File: config.mk
export PLATFORM = sky130hd
export DESIGN_NAME = arp_tx_flat
export DESIGN_NICKNAME = d
export VERILOG_FILES = /design/src/rtl/eth_pkg.sv /design/src/rtl/arp_tx_if.sv /design/src/rtl/arp_frame_mux.sv /design/src/rtl/arp_tx.sv /design/src/flat_wrapper.sv
export SDC_FILE = /design/constraint.sdc
export NUM_CORES = 1
export LEC_CHECK = 0
export ABC_AREA = 1
export CAP_MARGIN = 0
export CELL_PAD_IN_SITES_DETAIL_PLACEMENT = 0
export CELL_PAD_IN_SITES_GLOBAL_PLACEMENT = 2
export CORE_UTILIZATION = 27
export DETAILED_ROUTE_END_ITERATION = 10
export GPL_ROUTABILITY_DRIVEN = 0
export GPL_TIMING_DRIVEN = 0
export PLACE_DENSITY = 0.85
export SLEW_MARGIN = 5
export SYNTH_ARGS = -nofsm -noshare
export SYNTH_HDL_FRONTEND = slang
export SYNTH_SLANG_ARGS = --single-unit
export TNS_END_PERCENT = 50
File: constraint.sdc
create_clock -name aclk -period 3.2 [get_ports aclk]
set_clock_uncertainty 0.2 [all_clocks]
set_input_delay 0.64 -clock aclk [delete_from_list [all_inputs] [get_ports aclk]]
set_output_delay 0.64 -clock aclk [all_outputs]
set_load 0.01 [all_outputs]
File: src/rtl/eth_pkg.sv
// Shared Ethernet/ARP constants and types.
// Used by the ARP transmit path.
package eth_pkg;

  localparam logic [15:0] ETHERTYPE_ARP    = 16'h0806;
  localparam logic [15:0] ARP_HTYPE_ETH    = 16'h0001;
  localparam logic [15:0] ARP_PTYPE_IPV4   = 16'h0800;
  localparam logic [15:0] ARP_OPER_REQUEST = 16'h0001;
  localparam logic [15:0] ARP_OPER_REPLY   = 16'h0002;
  localparam int ARP_FRAME_LEN     = 42;
  localparam int ETH_MIN_FRAME_LEN = 60;

  typedef enum logic [1:0] {
    IDLE,
    SEND,
    GAP
  } arp_tx_state_t;

  typedef enum logic {
    ARP_REQ,
    ARP_REPLY
  } arp_kind_t;

  function automatic logic [7:0] mac_byte(
    input logic [47:0] mac,
    input logic [5:0]  i
  );
    logic [47:0] s;
    s = mac << {i, 3'b000};
    return s[47:40];
  endfunction

  function automatic logic [7:0] ip_byte(
    input logic [31:0] ip,
    input logic [5:0]  i
  );
    logic [31:0] s;
    s = ip << {i, 3'b000};
    return s[31:24];
  endfunction

endpackage

File: src/rtl/arp_tx_if.sv
// Byte-wide AXI-Stream link from the ARP TX
// block into the MAC TX path.
interface arp_tx_if;
  logic [7:0] tdata;
  logic       tvalid;
  logic       tready;
  logic       tlast;

  modport master (
    output tdata,
    output tvalid,
    output tlast,
    input  tready
  );

  modport slave (
    input  tdata,
    input  tvalid,
    input  tlast,
    output tready
  );
endinterface

File: src/rtl/arp_frame_mux.sv
// Maps a frame byte index and the latched job
// fields onto the outgoing ARP frame byte.
module arp_frame_mux
  import eth_pkg::*;
(
  input  logic [5:0]  idx,
  input  arp_kind_t   kind,
  input  logic [47:0] dst_mac,
  input  logic [31:0] dst_ip,
  input  logic [47:0] own_mac,
  input  logic [31:0] own_ip,
  output logic [7:0]  tdata
);

  logic [47:0] eth_dst;
  logic [47:0] tha;
  logic [15:0] oper;

  always_comb begin
    eth_dst = '1;
    tha     = '0;
    oper    = ARP_OPER_REQUEST;
    if (kind == ARP_REPLY) begin
      eth_dst = dst_mac;
      tha     = dst_mac;
      oper    = ARP_OPER_REPLY;
    end
  end

  always_comb begin
    tdata = 8'h00;
    unique case (1'b1)
      idx inside {[6'd0:6'd5]}:
        tdata = mac_byte(eth_dst, idx);
      idx inside {[6'd6:6'd11]}:
        tdata = mac_byte(own_mac, idx - 6'd6);
      idx == 6'd12: tdata = ETHERTYPE_ARP[15:8];
      idx == 6'd13: tdata = ETHERTYPE_ARP[7:0];
      idx == 6'd14: tdata = ARP_HTYPE_ETH[15:8];
      idx == 6'd15: tdata = ARP_HTYPE_ETH[7:0];
      idx == 6'd16: tdata = ARP_PTYPE_IPV4[15:8];
      idx == 6'd17: tdata = ARP_PTYPE_IPV4[7:0];
      idx == 6'd18: tdata = 8'h06;
      idx == 6'd19: tdata = 8'h04;
      idx == 6'd20: tdata = oper[15:8];
      idx == 6'd21: tdata = oper[7:0];
      idx inside {[6'd22:6'd27]}:
        tdata = mac_byte(own_mac, idx - 6'd22);
      idx inside {[6'd28:6'd31]}:
        tdata = ip_byte(own_ip, idx - 6'd28);
      idx inside {[6'd32:6'd37]}:
        tdata = mac_byte(tha, idx - 6'd32);
      idx inside {[6'd38:6'd41]}:
        tdata = ip_byte(dst_ip, idx - 6'd38);
      default: tdata = 8'h00;
    endcase
  end

endmodule

File: src/rtl/arp_tx.sv
// ARP transmit: arbitrates reply/request jobs and
// streams the resulting Ethernet frame byte-wise.
module arp_tx
  import eth_pkg::*;
#(
  parameter bit PAD_EN     = 1'b1,
  parameter int IFG_CYCLES = 12
) (
  input  logic        aclk,
  input  logic        aresetn,
  input  logic [47:0] mac_config_addr_in,
  input  logic [31:0] ip_config_addr_in,
  input  logic [47:0] reply_mac_d_addr,
  input  logic [31:0] reply_ip_d_addr,
  input  logic        reply_valid,
  output logic        reply_ready,
  input  logic [31:0] req_ip_d_addr,
  input  logic        req_valid,
  output logic        req_ready,
  arp_tx_if.master    m_axis,
  output logic        busy
);

  localparam logic [5:0] LAST = 6'(PAD_EN ?
    ETH_MIN_FRAME_LEN - 1 : ARP_FRAME_LEN - 1);
  localparam logic [15:0] GAP_LOAD =
    16'(IFG_CYCLES > 0 ? IFG_CYCLES - 1 : 0);

  arp_tx_state_t state;
  logic [5:0]    cnt;
  logic [15:0]   gap;
  arp_kind_t     kind;
  logic [47:0]   dst_mac;
  logic [31:0]   dst_ip;
  logic [47:0]   own_mac;
  logic [31:0]   own_ip;
  logic          tvalid;
  logic          beat;
  logic          reply_acc;
  logic          req_acc;
  logic [7:0]    mux_data;

  assign reply_ready = (state == IDLE);
  assign req_ready   = (state == IDLE) & ~reply_valid;
  assign reply_acc   = reply_valid & reply_ready;
  assign req_acc     = req_valid & req_ready;
  assign busy        = (state != IDLE);
  assign tvalid      = (state == SEND);
  assign beat        = tvalid & m_axis.tready;

  assign m_axis.tvalid = tvalid;
  assign m_axis.tlast  = tvalid & (cnt == LAST);
  assign m_axis.tdata  = tvalid ? mux_data : 8'h00;

  arp_frame_mux u_mux (
    .idx     (cnt),
    .kind    (kind),
    .dst_mac (dst_mac),
    .dst_ip  (dst_ip),
    .own_mac (own_mac),
    .own_ip  (own_ip),
    .tdata   (mux_data)
  );

  always_ff @(posedge aclk) begin
    if (!aresetn) begin
      state   <= IDLE;
      cnt     <= '0;
      gap     <= '0;
      kind    <= ARP_REQ;
      dst_mac <= '0;
      dst_ip  <= '0;
      own_mac <= '0;
      own_ip  <= '0;
    end else begin
      unique case (state)
        IDLE: begin
          if (reply_acc | req_acc) begin
            kind    <= reply_acc ? ARP_REPLY : ARP_REQ;
            dst_mac <= reply_acc ? reply_mac_d_addr : '0;
            dst_ip  <= reply_acc ? reply_ip_d_addr
                                 : req_ip_d_addr;
            own_mac <= mac_config_addr_in;
            own_ip  <= ip_config_addr_in;
            cnt     <= '0;
            state   <= SEND;
          end
        end
        SEND: begin
          if (beat) begin
            if (cnt == LAST) begin
              cnt <= '0;
              gap <= GAP_LOAD;
              state <= (IFG_CYCLES == 0) ? IDLE : GAP;
            end else begin
              cnt <= cnt + 6'd1;
            end
          end
        end
        GAP: begin
          // GAP_LOAD is one short so GAP lasts IFG_CYCLES
          if (gap == '0) state <= IDLE;
          else gap <= gap - 16'd1;
        end
        default: state <= IDLE;
      endcase
    end
  end

endmodule

File: src/flat_wrapper.sv
// flat-port wrapper written by rule: the top's interface ports become plain ports
module arp_tx_flat import eth_pkg::*;
#(
  parameter bit PAD_EN     = 1'b1,
  parameter int IFG_CYCLES = 12
)
  (aclk, aresetn, mac_config_addr_in, ip_config_addr_in, reply_mac_d_addr, reply_ip_d_addr, reply_valid, reply_ready, req_ip_d_addr, req_valid, req_ready, busy, m_axis_tdata, m_axis_tvalid, m_axis_tlast, m_axis_tready);
  arp_tx_if m_axis_i ();
  input  logic aclk;
  input  logic aresetn;
  input  logic [47:0] mac_config_addr_in;
  input  logic [31:0] ip_config_addr_in;
  input  logic [47:0] reply_mac_d_addr;
  input  logic [31:0] reply_ip_d_addr;
  input  logic reply_valid;
  output logic reply_ready;
  input  logic [31:0] req_ip_d_addr;
  input  logic req_valid;
  output logic req_ready;
  output logic busy;
  output wire logic [$bits(m_axis_i.tdata)-1:0] m_axis_tdata;
  output wire logic [$bits(m_axis_i.tvalid)-1:0] m_axis_tvalid;
  output wire logic [$bits(m_axis_i.tlast)-1:0] m_axis_tlast;
  input wire logic [$bits(m_axis_i.tready)-1:0] m_axis_tready;
  assign m_axis_tdata = m_axis_i.tdata;
  assign m_axis_tvalid = m_axis_i.tvalid;
  assign m_axis_tlast = m_axis_i.tlast;
  assign m_axis_i.tready = m_axis_tready;
  arp_tx #(.PAD_EN(PAD_EN), .IFG_CYCLES(IFG_CYCLES)) u_core (.aclk(aclk), .aresetn(aresetn), .mac_config_addr_in(mac_config_addr_in), .ip_config_addr_in(ip_config_addr_in), .reply_mac_d_addr(reply_mac_d_addr), .reply_ip_d_addr(reply_ip_d_addr), .reply_valid(reply_valid), .reply_ready(reply_ready), .req_ip_d_addr(req_ip_d_addr), .req_valid(req_valid), .req_ready(req_ready), .m_axis(m_axis_i), .busy(busy));
endmodule
==> results by group <==
Worst setup path
  • Setup CP Type: flop to primary output
  • Flop-to-flop setup slack: 0.88 ns
  • Critical Path End Type: primary output
  • Worst setup path endpoint: m_axis_tdata[0]
  • CP Depth: 15
  • Critical path origin: u_core.cnt[1]
  • Slowest-stage cell, CP: dfxtp_4
  • Cell with the most instances on the worst path: nand2_2
  • Critical Path AT: 2.36 ns
  • Worst path top cell family by delay: simple AND/OR/NAND/NOR gates
  • CP required: about 2.4 ns
  • Worst setup SP type: flop
  • CP max stage delay: 0.38 ns
  • Worst R2R Path Depth: 6
  • R2R Path Start: u_core.state[0]
  • CP Cell Sequence: inv_6 > clkbuf_16 > ha_4 > inv_4 > nand2_2 > nand2_2 > nand2_2 > buf_4 > nand3_4 > nand3_1 > nand2_2 > nand3_2 > nor2_2 > nor2_2 > buf_2
  • CP Buf/Inv Count: 5
  • Reg-to-Reg End: u_core.dst_ip[17]
  • CP Max Fanout: 6

Synthesis
  • Post-synth top area cell: dfxtp_1
  • Synth Area in Compound Gates: 18.99%
  • Top-area cell type share of the netlist area: 39.73%
  • Post-synthesis adder-cell area fraction: 1.745%
  • Multiplexer share of the synthesized area: 0%
  • Post-synthesis xor/xnor area fraction: 1.315%
  • Synth Net Count: around 1,600
  • Seq/Total Area, Yosys: 39.73%
  • Synthesized area per cell: 6.598 um^2
  • Largest cells by area after synthesis: dfxtp_1 (40%), nand2_1 (12%), nor2_1 (12%), o21ai_0 (8.1%), a21oi_1 (5.9%)
  • Warnings from Yosys: 0
  • Mapped Area: 9323 um^2
  • Simple-gate portion of the synthesized area: 30.59%
  • Cells after Synth: between 1,000 and 1,500
  • #FFs+latches synth: 185
  • Distinct cell type count after synthesis: 38
  • Largest family of logic cells by synthesized area: simple AND/OR/NAND/NOR gates

Cells and area
  • Nets: 1,873
  • Share of layout cells above drive strength 1: a little over an eighth
  • Commonest cells after routing, fill and taps aside: nand2_1 (293), nor2_1 (271), clkdlybuf4s50_1 (201), dfxtp_1 (181), o21ai_0 (150)
  • FILL cells: 3,532
  • Leading cell type in the layout, fill and taps excluded: nand2_1
  • Ant diodes: 0
  • Reg area: 3719 um^2
  • Area growth syn-to-layout: 41.82%
  • Multi-input logic area: 5233 um^2

Global routing
  • Largest net degree at the start of global routing: 21
  • First-pass GRT wire length: 54,250 um
  • Initial antenna violation count: 0
  • Vias in the first global route: 9,754
  • GRT overflow: 0
  • Overall Global Routing Usage: 20.19%

STA
  • Fin crit period: 3.198 ns
  • Setup_tns: 0 ns
  • Final Cycle Share: 99.93%
  • Hold WS: 0.2636 ns
  • Final Hold Vio Count: 0
  • RSZ-0062 raised after global routing: yes
  • Worst setup margin: roughly 0.0023 ns
  • Slew HR: about half
  • Max Slew Vio Count: 0
  • Tightest Pin Transition: 0.7482 ns
  • F_max: 0.3127 GHz
  • Final setup violation count: 0

Placed design
  • Dpl ws: -0.9613 ns
  • DP HPWL: 27,650 um
  • I/O Buffers: around 210

Run status
  • Status: complete, no violations

Floorplanning
  • Die Wd: 187.8 um
  • Core area: around 34,000 um^2
  • Starting Density: 27.60%
  • I/O Pins: 210
  • Die span in y: 187.8 um
  • Die ar.: 35,280 um^2
  • Rows: between 60 and 70

Route
  • Initial drt markers: between 700 and 800
  • TritonRoute pass-1 iters: 7
  • Routed Antenna Nets: 0
  • Vias per inst: about 4.7
  • Post-Route WL: about 36,000 um
  • DR vias: around 10,000
  • DRC: 0
  • WL/cell: 16.83 um

Power and ir drop
  • Worst VDD drop: 386.3 uV
  • Leakage: 5.338 nW
  • Pwr dens: 552.6 nW/um^2

CTS
  • Clk Latency, worst-skew pair: 0.45 ns
  • CTS Root Cell: clkbuf_16
  • Clock Pin Slew Worst Setup and Hold Paths: roughly 0.080 ns
  • Clock sinks: roughly 190
  • CTS buffer count: 17
  • Clock H-tree levels: 4
  • CTS tree: done
  • Clock Tree Buf Depth: 2

Hold path
  • Worst hold-check path type: flop to flop

Run
  • Max-cap violation count: 0
where the power goes:
| part | internal, mW | switching, mW |
|---|---|---|
| combinational | 0.890 | 1.34 |
| clock | 1.22 | 1.12 |
| sequential | 2.57 | 0.160 |
tightest hold or removal path, delay by kind of cell, from the launching register on:
family	cells	cell delay, ns
compound gates	1	0.06
buf+inv	1	0.06
flops	1	0.30
sequential cells by signal, indices dropped and copies added (netlist names):
name,flops
u_core.kind,1
u_core.own_ip,32
u_core.gap,16
u_core.dst_ip,32
u_core.own_mac,48
u_core.state,2
u_core.cnt,6
u_core.dst_mac,48
Yosys cell counts:
cell type  count
nor3b_1        1
buf_1          1
inv_1         65
a21oi_1      109
or2_2          7
dfxtp_1      185
inv_4          3
clkbuf_1      46
nor2_1       290
nand4_1        3
clkinv_1       2
o211ai_1      10
nor2_4         1
ha_1          13
nand2_2        7
inv_2          5
nand3_2        2
nor2_2         7
clkinv_2       1
a21oi_2        1
buf_2         31
a21oi_4        2
nor3_2         1
o22ai_1       43
nand3_1       72
o21ai_2        2
o31ai_1        3
a31oi_1        1
buf_6          3
a211oi_1       1
o21a_1         2
xor2_1        11
o21ai_1        3
xnor2_1        3
nor3_1         8
o21ai_0      151
buf_4          7
nand2_1      310
what timing repair did:
item | 4_1_cts | 5_1_grt
pin swaps | 8 | 15
hold buffers | 0 | 0
resized for setup | 102 | 64
setup endpoints to repair | 9 | 9
buffers inserted | 12 | 10
per-stage QoR:
stage / cells / instance area (um^2) / utilization (%) / power [mW]
final: 2124 / 13220 / 39.14 / 7.306
after detailed placement: 2070 / 11980 / 35.45 / 4.853
after floorplan: 1413 / 9323 / - / 3.958
after CTS: 2114 / 12930 / 38.27 / 7.285
after global routing: 2124 / 13220 / 39.14 / 7.721
after global placement: 2070 / 11980 / 35.45 / 4.849
worst min-delay path by stage:
stage | from | endpoint | slack, ns | cells past startpoint
after floorplan | u_core.own_ip[21] | u_core.own_ip[21] | 0.23 | 2
after global placement | u_core.own_ip[23] | u_core.own_ip[23] | 0.24 | 2
after detailed placement | u_core.own_ip[21] | u_core.own_ip[21] | 0.25 | 2
after CTS | u_core.own_ip[21] | u_core.own_ip[21] | 0.26 | 2
after global routing | u_core.own_ip[21] | u_core.own_ip[21] | 0.28 | 2
final | u_core.own_ip[23] | u_core.own_ip[23] | 0.26 | 2
cell type report:
type / count / share of cell area, %
well taps: 448 / 4.240
clock buffers: 17 / 3.218
plain buffers: 88 / 3.785
flip-flops and latches: 185 / 28.13
clock inverters: 15 / 1.770
multi-input cells: 1064 / 39.58
inverters: 76 / 2.432
repair buffers: 231 / 16.85
per-layer routing:
layer	up-vias	track usage (%)	wire, um
met1	4619	27.44	16740
met2	259	33.08	16600
met5	-	0	0
li1	5101	-	-
met3	47	2.414	1522
met4	0	6.504	872
logic make-up (layout without fill, tap and decap cells):
kind of cell / Yosys count / in the layout
simple gates: 709 / 709
compound gates: 328 / 328
flops: 185 / 185
buf+inv: 164 / 427
xor+xnor: 14 / 14
fa+ha+maj: 13 / 13
Power figures use the tool's default switching activity.
